### src/rtl/hazard_ctrl_if.sv
// Hazard controller signal bundle: D/E/M-stage hazard inputs, memory handshake
// and the stall/flush/freeze/forward controls returned to the pipeline.
interface hazard_ctrl_if #(
   parameter int unsigned CNT_WIDTH = 32
);
   logic [4:0]           Rs1D;
   logic [4:0]           Rs2D;
   logic [4:0]           RdD;
   logic                 RegWriteD;
   logic [1:0]           ResultSrcD;
   logic                 PCSrcE;
   logic                 mem_reqM;
   logic                 mem_ready;
   logic                 StallF;
   logic                 StallD;
   logic                 FlushD;
   logic                 FlushE;
   logic                 Freeze;
   logic [1:0]           ForwardAE;
   logic [1:0]           ForwardBE;
   logic                 mem_err;
   logic [CNT_WIDTH-1:0] stall_cycles;

   // Pipeline side: supplies stage fields, consumes hazard controls.
   modport master (
      output Rs1D, Rs2D, RdD, RegWriteD, ResultSrcD, PCSrcE, mem_reqM, mem_ready,
      input  StallF, StallD, FlushD, FlushE, Freeze, ForwardAE, ForwardBE, mem_err,
             stall_cycles
   );

   // Controller side.
   modport slave (
      input  Rs1D, Rs2D, RdD, RegWriteD, ResultSrcD, PCSrcE, mem_reqM, mem_ready,
      output StallF, StallD, FlushD, FlushE, Freeze, ForwardAE, ForwardBE, mem_err,
             stall_cycles
   );
endinterface

### src/rtl/hazard_ctrl.sv
// Pipeline hazard controller for the 5-stage RV32I core: operand forwarding,
// load-use stall, branch flush and data-memory freeze with timeout flag.
module hazard_ctrl #(
   parameter int unsigned MAX_WAIT  = 15,
   parameter int unsigned CNT_WIDTH = 32
) (
   input logic          clk,
   input logic          rst,
   hazard_ctrl_if.slave hz
);

   localparam int unsigned WAIT_W = $clog2(MAX_WAIT + 1);
   localparam logic [WAIT_W-1:0] WaitMax  = WAIT_W'(MAX_WAIT);
   localparam logic [WAIT_W-1:0] WaitLast = WAIT_W'(MAX_WAIT - 1);

   typedef enum logic {StIdle, StWait} state_t;

   state_t               state;
   logic [WAIT_W-1:0]    waitCnt;
   logic                 memErr;
   logic [CNT_WIDTH-1:0] stallCnt;

   logic [4:0] Rs1E, Rs2E, RdE, RdM, RdW;
   logic       RegWriteE, RegWriteM, RegWriteW;
   logic [1:0] ResultSrcE;

   logic freeze, lwStall;

   function automatic logic [1:0] fwdSel(input logic [4:0] rs, input logic [4:0] rdM,
                                         input logic regWrM, input logic [4:0] rdW,
                                         input logic regWrW);
      if (regWrM && (rdM != 5'd0) && (rdM == rs))      return 2'b10;
      else if (regWrW && (rdW != 5'd0) && (rdW == rs)) return 2'b01;
      else                                             return 2'b00;
   endfunction

   assign freeze  = hz.mem_reqM && !hz.mem_ready;
   assign lwStall = (ResultSrcE == 2'b01) && (RdE != 5'd0) &&
                    ((RdE == hz.Rs1D) || (RdE == hz.Rs2D));

   // Combinational hazard controls; freeze already holds everything, branch beats load-use.
   always_comb begin
      hz.Freeze    = freeze;
      hz.StallF    = lwStall && !hz.PCSrcE && !freeze;
      hz.StallD    = lwStall && !hz.PCSrcE && !freeze;
      hz.FlushD    = hz.PCSrcE && !freeze;
      hz.FlushE    = (lwStall || hz.PCSrcE) && !freeze;
      hz.ForwardAE = fwdSel(Rs1E, RdM, RegWriteM, RdW, RegWriteW);
      hz.ForwardBE = fwdSel(Rs2E, RdM, RegWriteM, RdW, RegWriteW);
   end

   assign hz.mem_err      = memErr;
   assign hz.stall_cycles = stallCnt;

   // Shadow copy of the E/M/W destination and source fields; holds while frozen.
   always_ff @(posedge clk) begin
      if (rst) begin
         Rs1E       <= '0;
         Rs2E       <= '0;
         RdE        <= '0;
         RegWriteE  <= 1'b0;
         ResultSrcE <= '0;
         RdM        <= '0;
         RegWriteM  <= 1'b0;
         RdW        <= '0;
         RegWriteW  <= 1'b0;
      end else if (!freeze) begin
         if (hz.FlushE) begin
            Rs1E       <= '0;
            Rs2E       <= '0;
            RdE        <= '0;
            RegWriteE  <= 1'b0;
            ResultSrcE <= '0;
         end else begin
            Rs1E       <= hz.Rs1D;
            Rs2E       <= hz.Rs2D;
            RdE        <= hz.RdD;
            RegWriteE  <= hz.RegWriteD;
            ResultSrcE <= hz.ResultSrcD;
         end
         RdM       <= RdE;
         RegWriteM <= RegWriteE;
         RdW       <= RdM;
         RegWriteW <= RegWriteM;
      end
   end

   // Memory wait FSM; the wait counter stops at MAX_WAIT and the error flag is sticky.
   always_ff @(posedge clk) begin
      if (rst) begin
         state   <= StIdle;
         waitCnt <= '0;
         memErr  <= 1'b0;
      end else begin
         unique case (state)
            StIdle: begin
               if (hz.mem_reqM && !hz.mem_ready) begin
                  state   <= StWait;
                  waitCnt <= '0;
               end
            end
            StWait: begin
               if (!hz.mem_reqM || hz.mem_ready) begin
                  state <= StIdle;
               end else if (waitCnt != WaitMax) begin
                  waitCnt <= waitCnt + 1'b1;
                  if (waitCnt == WaitLast) memErr <= 1'b1;
               end
            end
            default: state <= StIdle;
         endcase
      end
   end

   // Count cycles lost to freeze or load-use stall; wraps freely.
   always_ff @(posedge clk) begin
      if (rst)                       stallCnt <= '0;
      else if (freeze || hz.StallD)  stallCnt <= stallCnt + 1'b1;
   end

endmodule

### src/flat_wrapper.sv
// flat-port wrapper written by rule: the top's interface ports become plain ports
module hazard_ctrl_flat 
#(
   parameter int unsigned MAX_WAIT  = 15,
   parameter int unsigned CNT_WIDTH = 32
)
  (clk, rst, hz_Rs1D, hz_Rs2D, hz_RdD, hz_RegWriteD, hz_ResultSrcD, hz_PCSrcE, hz_mem_reqM, hz_mem_ready, hz_StallF, hz_StallD, hz_FlushD, hz_FlushE, hz_Freeze, hz_ForwardAE, hz_ForwardBE, hz_mem_err, hz_stall_cycles);
  hazard_ctrl_if #(.CNT_WIDTH(CNT_WIDTH)) hz_i ();
  input logic clk;
  input logic rst;
  input wire logic [$bits(hz_i.Rs1D)-1:0] hz_Rs1D;
  input wire logic [$bits(hz_i.Rs2D)-1:0] hz_Rs2D;
  input wire logic [$bits(hz_i.RdD)-1:0] hz_RdD;
  input wire logic [$bits(hz_i.RegWriteD)-1:0] hz_RegWriteD;
  input wire logic [$bits(hz_i.ResultSrcD)-1:0] hz_ResultSrcD;
  input wire logic [$bits(hz_i.PCSrcE)-1:0] hz_PCSrcE;
  input wire logic [$bits(hz_i.mem_reqM)-1:0] hz_mem_reqM;
  input wire logic [$bits(hz_i.mem_ready)-1:0] hz_mem_ready;
  output wire logic [$bits(hz_i.StallF)-1:0] hz_StallF;
  output wire logic [$bits(hz_i.StallD)-1:0] hz_StallD;
  output wire logic [$bits(hz_i.FlushD)-1:0] hz_FlushD;
  output wire logic [$bits(hz_i.FlushE)-1:0] hz_FlushE;
  output wire logic [$bits(hz_i.Freeze)-1:0] hz_Freeze;
  output wire logic [$bits(hz_i.ForwardAE)-1:0] hz_ForwardAE;
  output wire logic [$bits(hz_i.ForwardBE)-1:0] hz_ForwardBE;
  output wire logic [$bits(hz_i.mem_err)-1:0] hz_mem_err;
  output wire logic [$bits(hz_i.stall_cycles)-1:0] hz_stall_cycles;
  assign hz_i.Rs1D = hz_Rs1D;
  assign hz_i.Rs2D = hz_Rs2D;
  assign hz_i.RdD = hz_RdD;
  assign hz_i.RegWriteD = hz_RegWriteD;
  assign hz_i.ResultSrcD = hz_ResultSrcD;
  assign hz_i.PCSrcE = hz_PCSrcE;
  assign hz_i.mem_reqM = hz_mem_reqM;
  assign hz_i.mem_ready = hz_mem_ready;
  assign hz_StallF = hz_i.StallF;
  assign hz_StallD = hz_i.StallD;
  assign hz_FlushD = hz_i.FlushD;
  assign hz_FlushE = hz_i.FlushE;
  assign hz_Freeze = hz_i.Freeze;
  assign hz_ForwardAE = hz_i.ForwardAE;
  assign hz_ForwardBE = hz_i.ForwardBE;
  assign hz_mem_err = hz_i.mem_err;
  assign hz_stall_cycles = hz_i.stall_cycles;
  hazard_ctrl #(.MAX_WAIT(MAX_WAIT), .CNT_WIDTH(CNT_WIDTH)) u_core (.clk(clk), .rst(rst), .hz(hz_i));
endmodule
### config.mk
export PLATFORM = sky130hd
export DESIGN_NAME = hazard_ctrl_flat
export DESIGN_NICKNAME = d
export VERILOG_FILES = /design/src/rtl/hazard_ctrl_if.sv /design/src/rtl/hazard_ctrl.sv /design/src/flat_wrapper.sv
export SDC_FILE = /design/constraint.sdc
export NUM_CORES = 1
export LEC_CHECK = 0
export BUFFER_PORTS_ARGS = -buffer_cell sky130_fd_sc_hd__buf_4
export CAP_MARGIN = 5
export CORE_UTILIZATION = 30
export CTS_CLUSTER_DIAMETER = 60
export DETAILED_ROUTE_END_ITERATION = 12
export GPL_ROUTABILITY_DRIVEN = 1
export PLACE_DENSITY = 0.6
export SLEW_MARGIN = 5
export SYNTH_ARGS = -nofsm -noshare
export SYNTH_HDL_FRONTEND = slang
export SYNTH_SLANG_ARGS = --single-unit
export TNS_END_PERCENT = 50
### constraint.sdc
create_clock -name clk -period 1.9 [get_ports clk]
set_clock_uncertainty 0.15 [all_clocks]
set_input_delay 0.285 -clock clk [delete_from_list [all_inputs] [get_ports clk]]
set_output_delay 0.285 -clock clk [all_outputs]
set_load 0.03 [all_outputs]
======== Yosys cells after proc, flatten, opt, wreduce, memory -nomap -nowiden ========
Index checks and enable logic that the tools add are counted.
storage, ports and cells
  flip-flop bits (word level) ............. 68
  output and inout port bits .............. 42
  word-level logic and storage cells ...... 71
operators by class
  $add $sub $neg .......................... 2
  equal/unequal tests ..................... 12
  multiplexer cells ....................... 16
  bitwise logic cells ..................... 2
  reductions and logical operators ........ 26
operators with widths
  kind                                                                   number
  32-bit by 1-bit adder with 32-bit output, second input constant        1
  5-bit equality test                                                    6
  5-bit two-way mux                                                      3
  5-bit nonzero test                                                     3
  1-bit logical AND                                                      13
  4-bit two-way mux                                                      3
  4-bit one-hot mux with 2 select lines                                  1
  2-bit two-way mux                                                      3
  1-bit two-way mux                                                      5
  4-bit by 1-bit adder with 4-bit output, second input constant          1
  4-bit equality test, second input constant                             1
  1-bit zero test                                                        4
  1-bit logical OR                                                       4
  2-bit != test, second input constant                                   2
  4-bit != test, second input constant                                   1
  4-bit AND reduction                                                    1
  3-bit AND reduction                                                    1
  2-bit by 1-bit equality test with 1-bit output, second input constant  1
  2-bit by 1-bit != test with 1-bit output, second input constant        1
  1-bit NOT                                                              2
  1-bit one-hot mux with 2 select lines                                  1

======== Logic depth before layout (Yosys ltp) ========
  depth after elaboration ................. 6
  mapped depth ............................ 8
  gate-level depth less buffers ........... 6

======== Worst setup path after synthesis ========
OpenSTA, ideal clock, no wires.
  path type ............................... input -> output
  start point ............................. input port hz_mem_ready
  end point ............................... output port hz_StallF
  arrival time ............................ 2433 ps
  required time ........................... 1465 ps
  slack ................................... -968 ps
  stages on the path ...................... 6
  buffers on the path ..................... 3
  cells stage by stage .................... nand2b_1 clkbuf_1 clkinv_1 clkbuf_1 nor3b_1 buf_4
between the ends
  cells in the longest elaborated chain, start to end .. 4
RTL lines
  what               RTL line            RTL
  from (decl)        flat_wrapper.sv:18  input wire logic [$bits(hz_i.mem_ready)-1:0] hz_mem_ready;
  1-bit zero test    hazard_ctrl.sv:37   assign freeze = hz.mem_reqM && !hz.mem_ready;
  1-bit logical AND  hazard_ctrl.sv:37
  net hz_Freeze      flat_wrapper.sv:23  output wire logic [$bits(hz_i.Freeze)-1:0] hz_Freeze;
  1-bit zero test    --
  1-bit logical AND  --
  to (decl)          flat_wrapper.sv:19  output wire logic [$bits(hz_i.StallF)-1:0] hz_StallF;
The timed path passes the listed nets, and every way through them passes these cells.

======== Worst setup path after layout ========
  start point ............................. register u_core.RdE[2]
  end point ............................... output port hz_StallD
between the ends
  cells in the longest elaborated chain, start to end .. 5
RTL lines
  what                                                       RTL line                              RTL
  from (decl)                                                hazard_ctrl.sv:23                     logic [4:0] Rs1E, Rs2E, RdE, RdM, RdW;
  from (signal assigned)                                     hazard_ctrl.sv:77                     RdE <= hz.RdD;
  5-bit equality test or 5-bit nonzero test (tied branches)  hazard_ctrl.sv:39, hazard_ctrl.sv:38
  1-bit logical OR or 1-bit logical AND (tied branches)      hazard_ctrl.sv:39, hazard_ctrl.sv:38
  1-bit logical AND (*)                                      hazard_ctrl.sv:38                     assign lwStall = (ResultSrcE == 2'b01) && (RdE != 5'd0) &&
  1-bit logical AND (*) (2 in a row)                         hazard_ctrl.sv:45                     hz.StallD = lwStall && !hz.PCSrcE && !freeze;
  to (decl)                                                  flat_wrapper.sv:20                    output wire logic [$bits(hz_i.StallD)-1:0] hz_StallD;
Mark *: on every way between the ends. The rest lies on a longest branch, timed or not.

==> flow_metrics.py <==
metrics = {
    "status": {
        "status": "complete, but fails checks",
        "violations": "negative setup slack",
    },
    "timing": {
        "min_period_ps": 2323,
        "rsz0062_at_grt": "true",
        "slew_headroom": 0.7544,
        "holdWs_ps": 14.46,
        "finalHoldViolCount": 0,
        "max_freq_ghz": 0.4305,
        "post-route-period-util": 1.223,
        "tightest_slew_ps": 368.4,
        "setup_violations": 57,
        "worst_slack_ps": -423.1,
        "finalMaxSlewViolations": 0,
    },
    "floorplan": {
        "initial_core_util": 0.3134,
        "io_pins": 65,
        "coreArea_um2": 10420,
        "die_x_um": 106.3,
        "placementRows": 37,
        "dieHeight_um": 106.3,
        "die_area_um2": 11300,
    },
    "pwr": {
        "power_uw": 3167,
        "internal-power_uw": 2359,
        "p_sw_frac": 0.2551,
        "p_sw_uw": 808.0,
        "power_frac_seq": 0.465,
        "pwr-share-comb": 0.106,
        "powerDensity_nw_per_um2": 598.8,
        "vdd_drop_max_mv": 0.2920,
        "power.leakage_uw": 0.002088,
        "pwr-share-clk": 0.430,
    },
    "drt": {
        "wl_met2_mm": 5.011,
        "top_layer": "met4",
        "met3RoutedLength_um": 392,
        "wl_met1_mm": 4.276,
        "firstDrtPassIters": 4,
        "wirelength_mm": 9.735,
        "wire_per_inst_um": 14.82,
        "postRouteAntennaNets": 0,
        "via_count": 3311,
        "drtIter0Drc": 105,
        "routed_via_density": 5.040,
        "drc": 0,
    },
    "worst_setup_path": {
        "critPathKind": "flop to output pin",
        "worstPathMaxFanout": 4,
        "cp.arrival_ps": 1890,
        "start_kind": "flop",
        "end_kind": "output pin",
        "cp.required_ps": 1460,
    },
    "global_routing": {
        "grt_pass1_wl_mm": 15.24,
        "grt_pass1_vias": 3223,
        "antenna_found_initial": 0,
        "grt-ovfl-total": 0,
        "grt_max_degree": 27,
        "grt.total_usage": 0.1703,
    },
    "synth": {
        "yosysSeqAreaShare": 0.4170,
        "synthArstFlopShare": 0,
        "syn_avg_cell_area_um2": 8.847,
        "yosysWarnings": 0,
        "synthFlopType": "dfxtp_1",
        "yosysTopAreaCellShare": 0.4170,
        "synth_seq_cells": 68,
        "syn-cell-area_um2": 3264,
        "synthTopCellsByArea": "dfxtp_1 (42%), a21oi_1 (6.7%), a22o_1 (4.8%)",
        "synth_nets": 395,
        "synth_top_cell_by_area": "dfxtp_1",
        "synth_edf_count": 0,
        "synthDistinctLibCells": 45,
        "synthCells": 369,
    },
    "cells_and_area": {
        "syn2layout_area_growth_pct": 62.02,
        "final-instance-count-excl-fill": 657,
        "drive_gt1_frac": 0.5221,
        "fillCellCount": 938,
        "n_antenna_cell": 0,
        "nets": 542,
        "multi_input_comb_area_um2": 2133,
        "seq_area_um2": 1428,
    },
    "placed_design": {
        "dp_hpwl_mm": 6.522,
        "dp_worst_setup_slack_ps": -268.8,
        "dp_cells": 620,
        "port_buffers": 64,
        "gp_congestion": 0.7792,
    },
    "clock_network": {
        "numCtsBuffers": 9,
        "clock_sink_count": 68,
        "path_clk_slew_ps": 90,
        "clk_latency_ps": 350,
        "clock_path_buffers": 2,
        "cts_tree": "yes",
        "root_buffer": "clkbuf_8",
        "htree_levels": 3,
    },
    "worst_hold_path": {
        "hp-class": "primary input to flop",
    },
    "job": {
        "drv_cap": 0,
    },
}
[critical path, cell delays in order (launching register included)]
cell and delay (ps):
dfxtp_4 360, or4_4 540, o21ai_4 180, buf_6 130
nor2b_4 40, nor3b_4 150, buf_6 140
[through the flow]
step | setup TNS, ps | instance area [µm²] | util
after global placement | -6273 | 4504 | 0.4324
after global routing | -16860 | 5289 | 0.5077
after CTS | -12410 | 4949 | 0.4751
final | -13360 | 5289 | 0.5077
after floorplan | -3124 | 3443 | -
after detailed placement | -7965 | 4504 | 0.4324
[state kept, by name (all words and copies together) (netlist names)]
signal and count:
u_core.ResultSrcE 2, u_core.RegWriteM 1, u_core.RdE 5, u_core.hz.stall_cycles 32
u_core.waitCnt 4, u_core.RdM 5, u_core.RegWriteE 1, u_core.Rs1E 5
u_core.Rs2E 5, u_core.RdW 5, u_core.RegWriteW 1, u_core.hz.mem_err 1
u_core.state 1
[synthesized netlist by cell type (11+ instances only)]
master	n
or4_1	14
o21ai_0	11
nand3_1	14
dfxtp_1	68
a21oi_1	44
o31ai_1	11
xnor2_1	17
xor2_1	17
a22o_1	18
nand2_1	40
nor2_1	13
inv_1	13
or3_1	16
[per-layer routing]
metal,vias to the layer above,track usage
met5,-,0
met4,0,0.05060
met3,5,0.04476
met2,62,0.2955
met1,1613,0.2048
li1,1631,-
[cell type report]
type	count	area share
clock buffer	9	0.02342
inverter	14	0.01017
multi-input combinational	270	0.4034
timing repair buffer	153	0.2423
tap	136	0.03217
sequential	68	0.2699
clock inverter	7	0.01869
[what timing repair did]
item | 4_1_cts | 5_1_grt
hold buffers | 6 | 1
pin swaps | 16 | 40
endpoints found under the setup margin | 57 | 57
gates resized for setup | 27 | 64
cloned | 1 | 3
endpoints found under the hold margin | 6 | 1
buffers inserted | 9 | 1
[cell usage in the layout, fill, tap and decap left out, types with 4 or more instances in the layout]
master	n
a21oi_1	35
a21oi_2	10
a22o_1	18
and2_1	4
buf_4	125
buf_6	18
clkbuf_8	9
dfxtp_1	35
dfxtp_2	23
dfxtp_4	10
dlygate4sd3_1	7
inv_1	13
nand2_1	39
nand3_1	11
nand4_1	5
nor2_1	10
nor2_2	4
nor4_4	6
o21ai_0	4
o21ai_1	8
o21ai_2	6
o31ai_2	7
or3_1	10
or3_4	6
or4_1	8
or4_4	8
xnor2_1	10
xnor2_2	7
xor2_1	17
[power by group through the flow]
stage	sequential (µW)	combinational [µW]	clock, µW
2_1_floorplan	1510	163	0
3_3_place_gp	1510	291	0
3_5_place_dp	1510	294	0
4_1_cts	1470	321	1380
5_1_grt	1480	361	1460
6_report	1470	334	1360
[cell families (layout without fill, tap and decap cells)]
| group | count (synthesis) | in the layout | synth area share |
|---|---|---|---|
| XOR/XNOR | 34 | 34 | 0.09122 |
| adder cells (fa/ha/maj) | 3 | 3 | 0.01150 |
| buffers and inverters | 31 | 183 | 0.04638 |
| flip-flops | 68 | 68 | 0.4170 |
| AO/OA/AOI/OAI | 101 | 101 | 0.2012 |
| multiplexers | 1 | 1 | 0.003066 |
| AND/OR/NAND/NOR | 131 | 131 | 0.2296 |
[worst paths after layout]
| check | from | endpoint | slack [ps] | cells after the start |
|---|---|---|---|---|
| max | u_core.RdE[2] | hz_StallD | -420 | 6 |
| min | hz_Rs1D[4] | u_core.Rs1E[4] | 10 | 2 |
| max reg2reg | u_core.RdE[2] | u_core.hz.stall_cycles[7] | -320 | 8 |
| min reg2reg | u_core.RegWriteE | u_core.RegWriteM | 310 | 2 |
Power figures use the tool's default switching activity.
